<file path="src/rtl/otter_fetch_unit_pkg.sv">
// Shared types and constants for the OTTER fetch stage.
package otter_fetch_unit_pkg;

  typedef enum logic [1:0] {
    FETCH_S_BOOT,
    FETCH_S_FETCH,
    FETCH_S_FULL
  } fetch_state_e;

  localparam logic [31:0] INST_NOP      = 32'h0000_0013;
  localparam logic [31:0] PC_STEP       = 32'd4;
  localparam logic [31:0] PC_ALIGN_MASK = 32'hFFFF_FFFC;

endpackage

</file>
<file path="src/rtl/otter_fetch_fifo.sv">
// Synchronous FIFO with flush; used for the PC tag queue and the instruction buffer.
module otter_fetch_fifo #(
  parameter int unsigned WIDTH = 32,
  parameter int unsigned DEPTH = 2
) (
  input  logic                       clk,
  input  logic                       rst_n,
  input  logic                       flush,
  input  logic                       push,
  input  logic [WIDTH-1:0]           push_data,
  input  logic                       pop,
  output logic [WIDTH-1:0]           pop_data,
  output logic                       full,
  output logic                       empty,
  output logic [$clog2(DEPTH):0]     count
);

  localparam int unsigned AW = $clog2(DEPTH);
  localparam int unsigned CW = AW + 1;

  logic [WIDTH-1:0] mem [DEPTH];
  logic [AW-1:0]    wr_ptr;
  logic [AW-1:0]    rd_ptr;
  logic             do_push;
  logic             do_pop;

  assign empty    = (count == '0);
  assign full     = (count == CW'(DEPTH));
  assign do_pop   = pop && !empty;
  assign do_push  = push && (!full || do_pop);
  assign pop_data = mem[rd_ptr];

  always_ff @(posedge clk or negedge rst_n) begin
    if (!rst_n) begin
      wr_ptr <= '0;
      rd_ptr <= '0;
      count  <= '0;
    end else if (flush) begin
      wr_ptr <= '0;
      rd_ptr <= '0;
      count  <= '0;
    end else begin
      if (do_push) wr_ptr <= wr_ptr + AW'(1);
      if (do_pop)  rd_ptr <= rd_ptr + AW'(1);
      count <= count + CW'(do_push) - CW'(do_pop);
    end
  end

  always_ff @(posedge clk) begin
    if (do_push) mem[wr_ptr] <= push_data;
  end

endmodule

</file>
<file path="src/rtl/otter_fetch_unit.sv">
// OTTER program counter and instruction fetch stage with redirect squashing.
// Optional misaligned-redirect trap: define OTTER_FETCH_MISALIGN_TRAP_EN.
module otter_fetch_unit
  import otter_fetch_unit_pkg::*;
#(
  parameter logic [31:0] RESET_VEC  = 32'h0000_0000,
  parameter int unsigned FIFO_DEPTH = 2
) (
  input  logic        i_clk,
  input  logic        i_rst_n,
  input  logic        i_redirect,
  input  logic [31:0] i_redirect_addr,
  output logic        o_imem_req,
  output logic [31:0] o_imem_addr,
  input  logic        i_imem_gnt,
  input  logic        i_imem_rvalid,
  input  logic [31:0] i_imem_rdata,
  output logic        o_inst_valid,
  output logic [31:0] o_inst,
  output logic [31:0] o_inst_pc,
  input  logic        i_inst_ready
`ifdef OTTER_FETCH_MISALIGN_TRAP_EN
  ,
  output logic        o_fetch_misalign,
  output logic [31:0] o_fetch_badaddr
`endif
);

  localparam int unsigned CW = $clog2(FIFO_DEPTH) + 1;
  localparam logic [CW:0] DEPTH_W = (CW+1)'(FIFO_DEPTH);

  fetch_state_e  state;
  logic [31:0]   fetch_pc;
  logic [CW-1:0] outstanding;
  logic [CW-1:0] out_next;
  logic [CW-1:0] discard;
  logic [CW-1:0] buf_count;
  logic [CW-1:0] tag_count;
  logic [CW:0]   occupancy;
  logic [31:0]   tag_pc;
  logic [63:0]   buf_head;
  logic          tag_full, tag_empty, buf_full, buf_empty;
  logic          halted, credit, req_pre, accept, pop, rsp_keep, rsp_drop;
  logic          unused_fifo;

  // Credits count both in-flight requests and buffered words; a pop this
  // cycle frees a slot early so a zero-wait memory streams one word per cycle.
  assign pop       = !buf_empty && i_inst_ready;
  assign occupancy = {1'b0, outstanding} + {1'b0, buf_count} - (CW+1)'(pop);
  assign credit    = occupancy < DEPTH_W;
  assign req_pre   = (state == FETCH_S_FETCH) && credit && !halted;
  assign accept    = o_imem_req && i_imem_gnt;
  assign rsp_drop  = i_imem_rvalid && (discard != '0);
  assign rsp_keep  = i_imem_rvalid && (discard == '0);
  assign out_next  = outstanding + CW'(accept) - CW'(i_imem_rvalid);

  assign o_imem_req   = req_pre && !i_redirect;
  assign o_imem_addr  = fetch_pc;
  assign o_inst_valid = !buf_empty;
  assign o_inst       = buf_empty ? INST_NOP : buf_head[63:32];
  assign o_inst_pc    = buf_empty ? '0 : buf_head[31:0];
  assign unused_fifo  = &{1'b0, tag_full, tag_empty, buf_full, tag_count};

  always_ff @(posedge i_clk or negedge i_rst_n) begin
    if (!i_rst_n) begin
      state       <= FETCH_S_BOOT;
      fetch_pc    <= RESET_VEC;
      outstanding <= '0;
      discard     <= '0;
    end else begin
      outstanding <= out_next;
      if (i_redirect) begin
        // Everything still in flight after this cycle belongs to the old path.
        state    <= FETCH_S_FETCH;
        fetch_pc <= i_redirect_addr & PC_ALIGN_MASK;
        discard  <= out_next;
      end else begin
        if (accept)   fetch_pc <= fetch_pc + PC_STEP;
        if (rsp_drop) discard  <= discard - CW'(1);
        case (state)
          FETCH_S_BOOT:  state <= FETCH_S_FETCH;
          FETCH_S_FETCH: if (!credit) state <= FETCH_S_FULL;
          FETCH_S_FULL:  if (credit)  state <= FETCH_S_FETCH;
          default:       state <= FETCH_S_BOOT;
        endcase
      end
    end
  end

`ifdef OTTER_FETCH_MISALIGN_TRAP_EN
  logic [31:0] badaddr;

  always_ff @(posedge i_clk or negedge i_rst_n) begin
    if (!i_rst_n) begin
      halted  <= 1'b0;
      badaddr <= '0;
    end else if (i_redirect) begin
      halted  <= |i_redirect_addr[1:0];
      badaddr <= (|i_redirect_addr[1:0]) ? i_redirect_addr : '0;
    end
  end

  assign o_fetch_misalign = halted;
  assign o_fetch_badaddr  = badaddr;
`else
  assign halted = 1'b0;
`endif

  otter_fetch_fifo #(
    .WIDTH (32),
    .DEPTH (FIFO_DEPTH)
  ) u_tag_fifo (
    .clk       (i_clk),
    .rst_n     (i_rst_n),
    .flush     (i_redirect),
    .push      (accept),
    .push_data (fetch_pc),
    .pop       (rsp_keep),
    .pop_data  (tag_pc),
    .full      (tag_full),
    .empty     (tag_empty),
    .count     (tag_count)
  );

  otter_fetch_fifo #(
    .WIDTH (64),
    .DEPTH (FIFO_DEPTH)
  ) u_inst_fifo (
    .clk       (i_clk),
    .rst_n     (i_rst_n),
    .flush     (i_redirect),
    .push      (rsp_keep),
    .push_data ({i_imem_rdata, tag_pc}),
    .pop       (pop),
    .pop_data  (buf_head),
    .full      (buf_full),
    .empty     (buf_empty),
    .count     (buf_count)
  );

endmodule
</file>
<file path="config.mk">
export PLATFORM = sky130hd
export DESIGN_NAME = otter_fetch_unit
export DESIGN_NICKNAME = d
export VERILOG_FILES = /design/src/rtl/otter_fetch_unit_pkg.sv /design/src/rtl/otter_fetch_fifo.sv /design/src/rtl/otter_fetch_unit.sv
export SDC_FILE = /design/constraint.sdc
export NUM_CORES = 1
export LEC_CHECK = 0
export ABC_AREA = 0
export BUFFER_PORTS_ARGS = -buffer_cell sky130_fd_sc_hd__buf_2
export CAP_MARGIN = 0
export CORE_MARGIN = 4
export CORE_UTILIZATION = 58
export CTS_BUF_LIST = sky130_fd_sc_hd__clkbuf_4
export DETAILED_ROUTE_END_ITERATION = 7
export GPL_TIMING_DRIVEN = 0
export PLACE_DENSITY = 0.82
export SYNTH_ARGS = -nofsm -noshare
export SYNTH_HDL_FRONTEND = slang
export SYNTH_SLANG_ARGS = --single-unit
</file>
<file path="constraint.sdc">
create_clock -name i_clk -period 5.94 [get_ports i_clk]
set_input_delay 1.188 -clock i_clk [delete_from_list [all_inputs] [get_ports i_clk]]
set_output_delay 1.188 -clock i_clk [all_outputs]
set_load 0.05 [all_outputs]
</file>
# [Yosys cells after proc, flatten, opt, wreduce, memory -nomap -nowiden]
# Memory sizes are Yosys's and may differ from the RTL's.
# Cells that the tools add are included.
[op_classes] n_addsub=14 mul=0 div_mod_pow=0 magnitude_cmp=1 n_eq_ne=6 shifts=0 mux=24 bitwise=0 n_reduce_logical=29
[ops] operator="$mux 32" n=4
[ops] operator="$add 32x3->32 const B" n=1
[ops] operator="$mux 2" n=7
[ops] operator="$reduce_bool 2->1" n=7
[ops] operator="$mux 1" n=12
[ops] operator="$logic_and 1x1->1" n=10
[ops] operator="$logic_not 2->1" n=4
[ops] operator="$add 2x1->2" n=3
[ops] operator="$eq 2x2->1 const B" n=3
[ops] operator="$ne 3x3->1 const B" n=2
[ops] operator="$pmux 2 s3" n=1
[ops] operator="$sub 2x1->2" n=3
[ops] operator="$logic_not 1->1" n=5
[ops] operator="$add 1x1->1 const B" n=4
[ops] operator="$add 2x2->3" n=1
[ops] operator="$lt 3x2->1 const B" n=1
[ops] operator="$sub 3x1->3" n=1
[ops] operator="$eq 2x1->1 const B" n=1
[ops] operator="$logic_or 1x1->1" n=2
[ops] operator="$reduce_and 2->1" n=1
[ops] operator="$sub 2x1->2 const B" n=1
[word_totals] reg_bits=46 latchBits=0 ramBits=192 romBits=0 inputBits=70 out_inout_bits=98 elab_cells=86 n_memories=2
[memory_table] memory="u_inst_fifo.mem" depth=2 word_bits=64 rd=1 rd_ports_with_merged_regs=0 write_ports=1 line="otter_fetch_fifo.sv:21" text="logic [WIDTH-1:0] mem [DEPTH];"
[memory_table] memory="u_tag_fifo.mem" depth=2 word_bits=32 rd=1 rd_ports_with_merged_regs=0 write_ports=1 line="otter_fetch_fifo.sv:21"

# [Logic depth before layout (Yosys ltp)]
# Gate-level depths: netlist (run 1).
[logic_depth] word_depth=12 ltp_mapped=17 mapped_depth_nobuf=17

# [By module]
# From an unflattened synthesis (run 1), not the netlist that was laid out.
[unflattened] hier_cells=674 area_unflattened_um2=10094.7
[modules_own_cells] module="otter_fetch_fifo at u_inst_fifo" n_inst=1 cells_per_inst=229 area_each_um2=4898.4
[modules_own_cells] module="otter_fetch_unit" n_inst=1 cells_per_inst=315 area_each_um2=2637.5
[modules_own_cells] module="otter_fetch_fifo at u_tag_fifo" n_inst=1 cells_per_inst=130 area_each_um2=2558.7

# [Worst setup path before layout (run 1)]
# Ideal clock, no wire load.
[synth_path] path_kind="input-to-output" start="input port i_inst_ready" end="output port o_imem_req" t_arrival_ns=4.360 required_time_ns=4.752 setup_slack_ns=0.392 stages=8 n_path_buf=0 cell_sequence="and2_1 ha_1 inv_1 nand2_1 fa_1 xor2_1 nand2_1 nor4b_1"
[synth_via] elab_chain_len=5
[synth_rtl] item="from (decl)" line="otter_fetch_unit.sv:21" text="input logic i_inst_ready"
[synth_rtl] item="$logic_and 1x1->1" line="otter_fetch_unit.sv:48" text="assign pop = !buf_empty && i_inst_ready;"
[synth_rtl] item="$sub 3x1->3" line="otter_fetch_unit.sv:49" text="assign occupancy = {1'b0, outstanding} + {1'b0, buf_count} - (CW+1)'(pop);"
[synth_rtl] item="$lt 3x2->1" line="otter_fetch_unit.sv:50" text="assign credit = occupancy < DEPTH_W;"
[synth_rtl] item="$logic_and 1x1->1" line="otter_fetch_unit.sv:51" text="assign req_pre = (state == FETCH_S_FETCH) && credit && !halted;"
[synth_rtl] item="$logic_and 1x1->1" line="otter_fetch_unit.sv:57" text="assign o_imem_req = req_pre && !i_redirect;"
[synth_rtl] item="to (decl)" line="otter_fetch_unit.sv:13" text="output logic o_imem_req,"
# No other way between the ends.

# [Final worst setup path (run 1)]
[layout_path] start="register u_inst_fifo.count[1]" end="output port o_imem_req"
[layout_via] elab_chain_len=7 word_cells_on_any_way=8 cone_classes="add/sub: 2; order compare: 1; reduce/logical: 5"
[layout_rtl] item="from (decl)" line="otter_fetch_fifo.sv:15" text="output logic [$clog2(DEPTH):0] count"
[layout_rtl] item="from (signal assigned)" line="otter_fetch_fifo.sv:45" text="count <= count + CW'(do_push) - CW'(do_pop);"
[layout_rtl] item="branches (longest 3 deep; another with $add 2x2->3)"
[layout_rtl] item="$sub 3x1->3 *" line="otter_fetch_unit.sv:49"
[layout_rtl] item="$lt 3x2->1 *" line="otter_fetch_unit.sv:50"
[layout_rtl] item="$logic_and 1x1->1 *" line="otter_fetch_unit.sv:51"
[layout_rtl] item="$logic_and 1x1->1 *" line="otter_fetch_unit.sv:57"
# Mark *: on every way between the ends.

==> results of run 1 <==
cell usage after synthesis, types with 3 or more instances:
| cell type | n | share of area (%) |
|---|---|---|
| a21oi_1 | 5 | 0.26 |
| a31oi_1 | 16 | 1.0 |
| and2_1 | 6 | 0.39 |
| and3_1 | 5 | 0.33 |
| and4_1 | 7 | 0.64 |
| buf_1 | 7 | 0.27 |
| buf_4 | 4 | 0.31 |
| clkbuf_1 | 21 | 0.82 |
| dfrtp_1 | 44 | 12 |
| edfxtp_1 | 184 | 58 |
| ha_1 | 10 | 1.3 |
| inv_1 | 12 | 0.47 |
| mux2_2 | 30 | 3.5 |
| mux2i_1 | 64 | 6.7 |
| nand2_1 | 31 | 1.2 |
| nand2b_1 | 3 | 0.20 |
| nand3_1 | 15 | 0.79 |
| nand4_1 | 15 | 0.98 |
| nor2_1 | 89 | 3.5 |
| nor2b_1 | 8 | 0.52 |
| nor3_1 | 3 | 0.16 |
| nor4_1 | 3 | 0.20 |
| o211ai_1 | 5 | 0.39 |
| o21ai_0 | 17 | 0.89 |
| o31ai_1 | 10 | 0.79 |
| or3_1 | 4 | 0.26 |
| or4_1 | 13 | 1.0 |
| xnor2_1 | 15 | 1.4 |
| xor2_1 | 6 | 0.55 |
flip-flops by register name, indices dropped and copies added, names as in the netlist:
signal,cells
discard,2
u_tag_fifo.rd_ptr,1
state,2
u_inst_fifo.rd_ptr,1
o_imem_addr,30
u_inst_fifo.mem,124
outstanding,2
u_tag_fifo.mem,60
u_tag_fifo.wr_ptr,1
u_tag_fifo.count,2
u_inst_fifo.wr_ptr,1
u_inst_fifo.count,2
where the power goes:
part           switching (mW)  internal [mW]
clock                   0.568          0.622
combinational            1.45          0.531
sequential              0.121           2.01
critical path: stages (launching register included):
cell and delay [ps]:
dfrtp_1 430, nor2_2 360, inv_1 280, and2_1 280
ha_1 280, inv_1 80, nand2_1 70, fa_1 410
xor2_1 560, nand2_1 190, nor4b_1 360, buf_2 330
worst max-delay path by stage:
stage / start / endpoint / slack, ps / cells past startpoint
6_report: u_inst_fifo.count[1] / o_imem_req / 490 / 11
5_1_grt: u_inst_fifo.count[1] / o_imem_req / 180 / 11
4_1_cts: u_inst_fifo.count[1] / o_imem_req / 250 / 11
3_5_place_dp: u_inst_fifo.count[1] / o_imem_req / 980 / 11
3_3_place_gp: i_imem_rvalid / u_inst_fifo.mem[0][25] / -400 / 4
2_1_floorplan: i_inst_ready / o_imem_req / 390 / 8
cell type report:
cell class	instances	area [sq um]	share of cell area [%]
flip-flops and latches	228	6630	58.2
multi-input cells	397	2770	24.3
repair buffers	163	846	7.43
clock buffers	81	608	5.34
well taps	216	270	2.37
plain buffers	34	151	1.33
clock inverters	16	62.6	0.550
inverters	13	48.8	0.429
kinds of logic (layout without fill, tap and decap cells):
family,count (synthesis),count (layout),synth area share (%)
XOR/XNOR,21,21,1.92
AND/OR/NAND/NOR,209,209,11.0
AO/OA/AOI/OAI,57,57,3.78
adder cells (fa/ha/maj),12,12,1.62
buffers and inverters,47,307,2.09
flip-flops,228,228,69.3
other,1,4,0.0392
multiplexers,94,94,10.2
timing repair:
| action | 4_1_cts | 5_1_grt |
|---|---|---|
| resized for setup | 0 | 1 |
| hold buffers | 0 | 0 |
| setup endpoints to repair | 0 | 1 |
routing by layer:
metal / global-route usage, % / part of all wire, % / wire length [um]
met3: 5.81 / 8.5 / 1720
met2: 37.8 / 50 / 10200
met1: 27.3 / 39 / 7930
met5: 0 / 0 / 0
met4: 8.85 / 2.7 / 555
==> impl_summary.txt, run 1 <==
----------------------------------------------------
[Pwr]
  IR Drop Worst-Case VDD ... 0.000311 V
  PwrDens ... 466 mW/mm^2
  Pleak ... 4.32 nW
  Overall power of the completed layout ... 5.30 mW

[Synthesis]
  Post-Synthesis Cell Area ... 0.00956 sq mm
  Post-Synthesis Cells ... 669
  Yosys warning count ... 0
  Total of flip-flops plus latches after synthesis ... 228
  Commonest register cell after synthesis ... edfxtp_1
  Part of the Yosys area used for sequential elements ... 69.3%
  EDFF count, synth ... 184
  FFs w/ async S/R, synth ... 19.3%
  Average size of a mapped cell ... 14.3 sq um
  Number of distinct library cells after synthesis ... 46

[Floorplanning]
  Starting utilization of the core area ... 59.8%
  Horizontal extent of the die ... 136 um
  Height of the chip ... 136 um
  Die outline area ... 0.0186 sq mm
  I/O pin count ... 168
  Core Footprint ... 0.0160 sq mm
  FP Rows ... 46

[Run status]
  Outcome ... complete, no violations

[Global routing]
  Largest net degree at the start of global routing ... 63
  Sum of overflow across all layers after global routing ... 0
  All-layer global routing usage ... 22.2%
  Number of global-route vias before repair ... 6375
  Wire length of the first global-routing pass ... 32000 um
  Number of antenna violations at the first check in global routing ... 0

[Setup path]
  Worst reg2reg path startpoint ... u_inst_fifo.count[1]
  Crit path required time ... 4750 ps
  Worst R2R Path Depth ... 10
  Worst setup SP type ... flip-flop
  Critical Path End Type ... output port
  Setup slack on the worst flop-to-flop path ... 1630 ps
  Data arrival time of the worst path ... 4260 ps
  Capture point of the worst reg-to-reg path ... u_tag_fifo.mem[0][14]
  Startpoint-to-endpoint class of the critical path ... reg -> out
  Biggest fanout along the worst timing path ... 8

[Drt]
  Via count ... 6348
  Average routed wire per standard cell ... 17.8 um
  Via density per instance ... 5.53
  Drc violations ... 0
  Drt first pass iters ... 5
  Detailed-route wire length ... 20400 um
  Violation count after the first detailed-routing iteration ... 421
  Post-detailed-route count of antenna-violating nets ... 0

[Cells and area]
  Area Overhead vs Synth ... 19.0%
  Leading cell type in the layout, fill and taps excluded ... edfxtp_1
  Number of standard cells in the layout, taps in and fillers out ... 1148
  Fill cell total of the finished layout ... 1126
  Fraction of final layout cells sized beyond drive strength 1 ... 31.2%
  Final cell area excluding filler cells ... 0.0114 sq mm
  Final-stage net count ... 972
  Utilization after layout ... 71.1%
  Antenna diode instance count ... 0
  Most used cells in the layout excluding fill and tap cells ... 184 x edfxtp_1, 162 x buf_2, 88 x nor2_1, 81 x clkbuf_4, 64 x mux2i_1

[Timing]
  Tightest slew margin relative to the limit ... 31.3%
  Final Hold Fails ... 0
  Hold WS ... 520 ps
  Final setup viols ... 0
  Setup repair after global routing missed its margin ... false
  Total Neg Setup Slack ... 0 ps
  Crit path time final ... 5450 ps
  Final critical-path share of the clock period ... 91.7%
  Clk_skew ... 36.2 ps
  Number of max-slew violations in the final report ... 0
  Least-Margin Pin Slew ... 1030 ps
  Final worst-path setup slack ... 494 ps
  Fmax achieved ... 0.184 GHz

[CTS]
  Number of sinks handled by clock tree synthesis ... 228
  CTS buffer count ... 54
  Post-CTS setup buffer count ... 0
  H-tree Lvls ... 2
  Maximum clock path buffer count ... 3
  CTS Root Cell ... clkbuf_4
  Clock-pin transition on the worst setup and hold timing paths ... 70 ps
  Clock tree from TritonCTS ... built
  Skew-Pair Late Insertion Delay ... 640 ps

[Placement]
  Number of placed instances with taps included ... 1051
  Pre-CTS setup slack ... 975 ps
  Buffers on Ports ... 161
  Routability congestion estimate from global placement ... 0.921
  DP HPWL ... 14300 um
  Placed cell area ... 0.0107 sq mm

[Min path]
  Origin of the worst min-delay path ... outstanding[1]
  Hold Crit Endpoint ... outstanding[1]
  Class of the tightest hold or removal check ... reg -> reg
  Count of cells along the worst hold path ... 1

[Flow run]
  Max cap viols ... 0

----------------------------------------------------
Power figures use the tool's default switching activity.
==> run 2, diff against run 1 <==
--- a/config.mk
+++ b/config.mk
@@ -13,7 +13,7 @@
 export CTS_BUF_LIST = sky130_fd_sc_hd__clkbuf_4
 export DETAILED_ROUTE_END_ITERATION = 7
 export GPL_TIMING_DRIVEN = 0
-export PLACE_DENSITY = 0.82
+export PLACE_DENSITY = 0.84
 export SYNTH_ARGS = -nofsm -noshare
 export SYNTH_HDL_FRONTEND = slang
 export SYNTH_SLANG_ARGS = --single-unit
==> run 2 against run 1 <==
Against the previous run: worst hold slack better by 19 ps; combinational power about the same; core utilization up 0.24 points; maximum frequency down 1.3%; setup slack worse by 72 ps; sequential share of layout area down 0.20 points; wire length up 2.9%; register-to-register slack worse by 150 ps; via count up 0.87%; global-route usage up 0.54 points; die area unchanged; critical endpoint unchanged; highest routed layer unchanged.
==> impl_summary.txt, run 2 (synthesis results as in run 1) <==
----------------------------------------------------
[Run status]
  Outcome ... complete, no violations (unchanged)

[Global routing]
  Number of antenna violations at the first check in global routing ... 1 (was 0)
  Wire length of the first global-routing pass ... 32600 um (was 32000 um)
  Largest net degree at the start of global routing ... 63 (unchanged)
  Number of global-route vias before repair ... 6431 (was 6375)
  All-layer global routing usage ... 22.8% (was 22.2%)
  Sum of overflow across all layers after global routing ... 0 (unchanged)

[Timing]
  Clk_skew ... 74.2 ps (was 36.2 ps)
  Least-Margin Pin Slew ... 1030 ps (about the same)
  Fmax achieved ... 0.181 GHz (was 0.184 GHz)
  Total Neg Setup Slack ... 0 ps (unchanged)
  Hold WS ... 539 ps (was 520 ps)
  Final Hold Fails ... 0 (unchanged)
  Tightest slew margin relative to the limit ... 31.5% (was 31.3%)
  Final setup viols ... 0 (unchanged)
  Number of max-slew violations in the final report ... 0 (unchanged)
  Final critical-path share of the clock period ... 92.9% (was 91.7%)
  Crit path time final ... 5520 ps (was 5450 ps)
  Setup repair after global routing missed its margin ... false (unchanged)

[CTS]
  Hold_buf cts ... 0 (unchanged)
  Post_cts resized ... 0 (unchanged)
  Number of sinks handled by clock tree synthesis ... 228 (unchanged)
  CTS Root Cell ... clkbuf_4 (unchanged)
  Maximum clock path buffer count ... 3 (unchanged)
  Clock tree from TritonCTS ... built (unchanged)
  CTS buffer count ... 56 (was 54)
  H-tree Lvls ... 2 (unchanged)
  Post-CTS setup buffer count ... 0 (unchanged)
  Clock-pin transition on the worst setup and hold timing paths ... 70 ps (about the same)
  Skew-Pair Late Insertion Delay ... 680 ps (was 640 ps)

[Drt]
  Drc violations ... 0 (unchanged)
  Average routed wire per standard cell ... 18.2 um (was 17.8 um)
  Detailed-route wire length ... 21000 um (was 20400 um)
  Via density per instance ... 5.55 (was 5.53)
  Violation count after the first detailed-routing iteration ... 330 (was 421)
  Via count ... 6403 (was 6348)
  Drt first pass iters ... 5 (unchanged)
  Post-detailed-route count of antenna-violating nets ... 0 (unchanged)

[Min path]
  Class of the tightest hold or removal check ... reg -> reg (unchanged)
  Hold Crit Endpoint ... outstanding[1] (unchanged)
  Origin of the worst min-delay path ... outstanding[1] (unchanged)
  Count of cells along the worst hold path ... 1 (unchanged)

[Cells and area]
  Fraction of final layout cells sized beyond drive strength 1 ... 32.1% (was 31.2%)
  Final-stage net count ... 974 (was 972)
  Number of standard cells in the layout, taps in and fillers out ... 1153 (was 1148)
  Most used cells in the layout excluding fill and tap cells ... 184 x edfxtp_1, 162 x buf_2, 88 x nor2_1, 86 x clkbuf_4, 64 x mux2i_1 (was 184 x edfxtp_1, 162 x buf_2, 88 x nor2_1, 81 x clkbuf_4, 64 x mux2i_1)
  Final cell area excluding filler cells ... 0.0114 sq mm (about the same)
  Leading cell type in the layout, fill and taps excluded ... edfxtp_1 (unchanged)
  Max FFs per register ... 124 (unchanged)
  Area Overhead vs Synth ... 19.4% (was 19.0%)
  Top register by number of flip-flops ... u_inst_fifo.mem (unchanged)

[Pwr]
  IR Drop Worst-Case VDD ... 0.000261 V (was 0.000311 V)
  PwrDens ... 472 mW/mm^2 (was 466 mW/mm^2)
  Pleak ... 4.35 nW (was 4.32 nW)

[Setup path]
  Worst reg2reg path startpoint ... u_inst_fifo.count[1] (unchanged)
  Largest stage delay on the critical path ... 540 ps (was 560 ps)
  Crit path required time ... 4750 ps (about the same)
  Data arrival time of the worst path ... 4330 ps (was 4260 ps)
  CP max stage cell ... xor2_1 (unchanged)
  Worst setup SP type ... flip-flop (unchanged)
  Cell-by-cell listing of the critical path ... nor2_2 -> inv_1 -> and2_1 -> ha_1 -> inv_1 -> nand2_1 -> fa_1 -> xor2_1 -> nand2_1 -> nor4b_1 -> buf_2 (unchanged)
  Capture point of the worst reg-to-reg path ... u_tag_fifo.mem[0][8] (was u_tag_fifo.mem[0][14])
  Worst R2R Path Depth ... 10 (unchanged)
  Startpoint-to-endpoint class of the critical path ... reg -> out (unchanged)
  Biggest fanout along the worst timing path ... 8 (unchanged)
  Critical Path End Type ... output port (unchanged)
  Setup slack on the worst flop-to-flop path ... 1480 ps (was 1630 ps)

[Flow run]
  Max cap viols ... 0 (unchanged)

[Floorplanning]
  Height of the chip ... 136 um (unchanged)
  I/O pin count ... 168 (unchanged)
  Starting utilization of the core area ... 59.8% (unchanged)
  FP Rows ... 46 (unchanged)
  Horizontal extent of the die ... 136 um (unchanged)
  Core Footprint ... 0.0160 sq mm (unchanged)
  Die outline area ... 0.0186 sq mm (unchanged)

[Placement]
  Buffers on Ports ... 161 (unchanged)
  Placed cell area ... 0.0107 sq mm (about the same)
  Routability congestion estimate from global placement ... 0.891 (was 0.921)
  DP HPWL ... 14000 um (was 14300 um)
  Number of placed instances with taps included ... 1051 (unchanged)

----------------------------------------------------
## run 2: cell count changes in the layout (fill, tap and decap cells not counted)
cell / change
clkinv_2: +2
diode_2: +1
clkbuf_4: +5
clkinv_1: -5
inv_2: +2
## run 2: layer usage
metal  GRT usage, %  share of wire, %  vias to the layer above
li1               -                 -                     2996
met1           29.0                40                     3038
met2           36.9                49                      315
met3           6.55               9.0                       54
met4           9.24               2.9                        0
met5              0                 0                        -
## run 2: final cells by class
type	count	area (sq um)
inverter	13	48.8
clock inverter	15	61.3
tap	216	270
sequential	228	6630
antenna	1	2.50
fill	1123	4580
buffer	34	151
multi-input combinational	397	2770
timing repair buffer	163	846
clock buffer	86	646
## run 2: critical path, delay by kind of cell, from the launching register on
family	cells	cell delay, ps
simple gates	5	1280
buf+inv	3	710
fa+ha+maj	2	690
xor+xnor	1	540
flops	1	440
## run 2: per-stage QoR
stage	setup slack, ps	util (%)	power (mW)
after global routing	207	71.4	5.66
after CTS	140	71.3	5.42
after floorplan	392	-	3.64
after global placement	-658	66.5	4.11
final	423	71.4	5.39
after detailed placement	903	66.9	4.16
## run 2: worst max path at each step
stage | slack (ps) | from | end
final | 420 | u_inst_fifo.count[1] | o_imem_req
after global routing | 210 | u_inst_fifo.count[1] | o_imem_req
after CTS | 140 | u_inst_fifo.count[1] | o_imem_req
after detailed placement | 900 | u_inst_fifo.count[1] | o_imem_req
after global placement | -660 | i_imem_rvalid | u_inst_fifo.mem[0][8]
after floorplan | 390 | i_inst_ready | o_imem_req
## run 2: power breakdown
group | internal [mW] | switching (mW)
clock | 0.659 | 0.595
combinational | 0.532 | 1.47
sequential | 2.01 | 0.121
==> run 3, diff against run 2 <==
--- a/config.mk
+++ b/config.mk
@@ -8,12 +8,12 @@
 export ABC_AREA = 0
 export BUFFER_PORTS_ARGS = -buffer_cell sky130_fd_sc_hd__buf_2
 export CAP_MARGIN = 0
-export CORE_MARGIN = 4
-export CORE_UTILIZATION = 58
+export CORE_ASPECT_RATIO = 1.75
+export CORE_UTILIZATION = 46
 export CTS_BUF_LIST = sky130_fd_sc_hd__clkbuf_4
 export DETAILED_ROUTE_END_ITERATION = 7
 export GPL_TIMING_DRIVEN = 0
-export PLACE_DENSITY = 0.84
+export PLACE_DENSITY = 0.7
 export SYNTH_ARGS = -nofsm -noshare
 export SYNTH_HDL_FRONTEND = slang
 export SYNTH_SLANG_ARGS = --single-unit
==> run 3 against run 2 <==
Against the previous run: the flow now finishes with violations (DRC); largest cell class unchanged; setup slack improved by 9.3 ps; wire length fell by 4.3%; largest power group unchanged; critical path depth did not move; power fell by 1.6%; sequential share of layout area fell by 0.063 points; first-iteration DRC count rose by 7.0%; sequential power barely moved; critical path type unchanged; clock skew fell by 37 ps; non-clock buffer count did not move.
==> impl_summary.txt, run 3 (synthesis results as in run 1) <==
----------------------------------------------------
[Flow run]
  Max cap viols ... 0 (unchanged)

[Min path]
  Class of the tightest hold or removal check ... reg -> reg (unchanged)
  Origin of the worst min-delay path ... outstanding[1] (unchanged)

[CTS]
  Skew-Pair Late Insertion Delay ... 640 ps (was 680 ps)
  Post_cts resized ... 0 (unchanged)
  Maximum clock path buffer count ... 3 (unchanged)
  CTS Root Cell ... clkbuf_4 (unchanged)
  Clock tree from TritonCTS ... built (unchanged)
  Post-CTS setup buffer count ... 0 (unchanged)
  Clock-pin transition on the worst setup and hold timing paths ... 70 ps (about the same)
  Hold_buf cts ... 0 (unchanged)
  Number of sinks handled by clock tree synthesis ... 228 (unchanged)
  H-tree Lvls ... 2 (unchanged)
  CTS buffer count ... 51 (was 56)

[Placement]
  Routability congestion estimate from global placement ... 0.876 (was 0.891)
  DP HPWL ... 14200 um (was 14000 um)
  Placed cell area ... 0.0108 sq mm (was 0.0107 sq mm)
  Buffers on Ports ... 161 (unchanged)
  Pre-CTS setup slack ... 990 ps (was 903 ps)

[Drt]
  DRT met1 WL ... 7330 um (was 8300 um)
  Drc violations ... 20 (was 0)
  Via density per instance ... 5.23 (was 5.55)
  Average routed wire per standard cell ... 17.0 um (was 18.2 um)
  Met3 layer wire length in the routed design ... 898 um (was 1890 um)
  Uppermost routed layer ... met4 (unchanged)
  Total length of routed met2 wires ... 11200 um (was 10200 um)
  Post-detailed-route count of antenna-violating nets ... 0 (unchanged)
  Violation count after the first detailed-routing iteration ... 353 (was 330)
  Via count ... 6173 (was 6403)
  Detailed-route wire length ... 20100 um (was 21000 um)
  Drt first pass iters ... 7 (was 5)

[Timing]
  Setup repair after global routing missed its margin ... false (unchanged)
  Final worst-path setup slack ... 432 ps (was 423 ps)
  Final setup viols ... 0 (unchanged)
  Hold WS ... 507 ps (was 539 ps)
  Final Hold Fails ... 0 (unchanged)
  Tightest slew margin relative to the limit ... 27.7% (was 31.5%)
  Number of max-slew violations in the final report ... 0 (unchanged)
  Final critical-path share of the clock period ... 92.7% (was 92.9%)
  Least-Margin Pin Slew ... 1080 ps (was 1030 ps)
  Fmax achieved ... 0.182 GHz (was 0.181 GHz)
  Crit path time final ... 5510 ps (was 5520 ps)
  Clk_skew ... 37.2 ps (was 74.2 ps)

[Setup path]
  Critical path origin ... u_inst_fifo.count[1] (unchanged)
  Crit path required time ... 4750 ps (about the same)
  Worst setup SP type ... flip-flop (unchanged)
  Logic depth of the worst setup path including buffers ... 11 (unchanged)
  Cell-by-cell listing of the critical path ... nor2_1 -> inv_1 -> and2_1 -> ha_1 -> inv_1 -> nand2_1 -> fa_1 -> xor2_1 -> nand2_1 -> nor4b_1 -> buf_2 (was nor2_2 -> inv_1 -> and2_1 -> ha_1 -> inv_1 -> nand2_1 -> fa_1 -> xor2_1 -> nand2_1 -> nor4b_1 -> buf_2)
  Data arrival time of the worst path ... 4320 ps (was 4330 ps)
  Worst R2R Path Depth ... 10 (unchanged)
  Setup slack on the worst flop-to-flop path ... 1500 ps (was 1480 ps)
  Capture point of the worst reg-to-reg path ... u_tag_fifo.mem[0][20] (was u_tag_fifo.mem[0][8])
  CP max stage cell ... xor2_1 (unchanged)
  Worst reg2reg path startpoint ... u_inst_fifo.count[1] (unchanged)
  Count of buffering cells on the critical path with inverters included ... 3 (unchanged)
  Biggest fanout along the worst timing path ... 8 (unchanged)
  Crit path max-delay family ... simple AND/OR/NAND/NOR gates (unchanged)
  Largest stage delay on the critical path ... 550 ps (was 540 ps)
  Worst setup endpoint ... o_imem_req (unchanged)
  Startpoint-to-endpoint class of the critical path ... reg -> out (unchanged)
  Critical Path End Type ... output port (unchanged)

[Cells and area]
  Utilization after layout ... 56.1% (was 71.4%)
  Final cell area excluding filler cells ... 0.0114 sq mm (about the same)
  Fraction of final layout cells sized beyond drive strength 1 ... 30.9% (was 32.1%)
  Leading cell type in the layout, fill and taps excluded ... edfxtp_1 (unchanged)
  Area Overhead vs Synth ... 19.6% (was 19.4%)
  Final-stage net count ... 969 (was 974)
  Most used cells in the layout excluding fill and tap cells ... 184 x edfxtp_1, 162 x buf_2, 89 x nor2_1, 74 x clkbuf_4, 64 x mux2i_1 (was 184 x edfxtp_1, 162 x buf_2, 88 x nor2_1, 86 x clkbuf_4, 64 x mux2i_1)
  Fill cell total of the finished layout ... 1735 (was 1123)
  Max FFs per register ... 124 (unchanged)
  Top register by number of flip-flops ... u_inst_fifo.mem (unchanged)

[Floorplanning]
  Core Footprint ... 0.0204 sq mm (was 0.0160 sq mm)
  Starting utilization of the core area ... 46.9% (was 59.8%)
  FP Rows ... 69 (was 46)
  Horizontal extent of the die ... 111 um (was 136 um)
  Height of the chip ... 193 um (was 136 um)
  I/O pin count ... 168 (unchanged)
  Die outline area ... 0.0214 sq mm (was 0.0186 sq mm)

[Pwr]
  Pleak ... 4.32 nW (was 4.35 nW)
  Overall power of the completed layout ... 5.30 mW (was 5.39 mW)
  PwrDens ... 464 mW/mm^2 (was 472 mW/mm^2)
  IR Drop Worst-Case VDD ... 0.000273 V (was 0.000261 V)

[Global routing]
  All-layer global routing usage ... 19.1% (was 22.8%)
  Sum of overflow across all layers after global routing ... 0 (unchanged)
  Largest net degree at the start of global routing ... 63 (unchanged)
  Number of global-route vias before repair ... 6265 (was 6431)
  Number of antenna violations at the first check in global routing ... 1 (unchanged)
  Wire length of the first global-routing pass ... 31700 um (was 32600 um)

[Run status]
  Failing checks ... DRC
  Outcome ... complete, but fails checks (was complete, no violations)

----------------------------------------------------
-- run 3: final cells by class --
type / instances / area [sq um] / share of cell area (%)
well taps: 248 / 310 / 2.71
clock inverters: 22 / 119 / 1.04
repair buffers: 163 / 853 / 7.46
inverters: 13 / 48.8 / 0.427
diodes: 1 / 2.50 / 0.0219
multi-input cells: 397 / 2760 / 24.2
clock buffers: 74 / 556 / 4.86
flip-flops and latches: 228 / 6630 / 58.0
plain buffers: 34 / 151 / 1.32
-- run 3: where the power goes --
group          internal, mW  switching [mW]  total [mW]
combinational         0.533            1.44        1.97
clock                 0.623           0.584        1.21
sequential             2.01           0.116        2.13
-- run 3: metrics by stage --
step	instances	TNS, ps
2_1_floorplan	672	0
5_1_grt	1180	0
6_report	1180	0
4_1_cts	1179	0
3_3_place_gp	1081	-42160
3_5_place_dp	1083	0
-- run 3: per-layer routing --
| layer | vias to the layer above | track usage (%) |
|---|---|---|
| li1 | 2982 | - |
| met1 | 2974 | 20.4 |
| met2 | 170 | 36.4 |
| met3 | 47 | 2.92 |
| met4 | 0 | 9.75 |
| met5 | - | 0 |
-- run 3: worst register-to-register path, cell delays in order (launching register included) --
cell,delay (ps)
dfrtp_1,430
nor2_1,480
inv_1,290
and2_1,280
ha_1,280
inv_1,70
nand2_1,70
fa_1,410
xnor2_1,240
a2111oi_2,640
nor2b_4,850
-- run 3: how the worst min path moves through the flow --
stage / depth (start not counted) / end / slack [ps]
finish: 1 / outstanding[1] / 510
global route: 1 / outstanding[1] / 550
CTS: 1 / outstanding[1] / 510
detailed placement: 1 / outstanding[1] / 490
global placement: 1 / outstanding[1] / 500
floorplan: 1 / outstanding[1] / 470
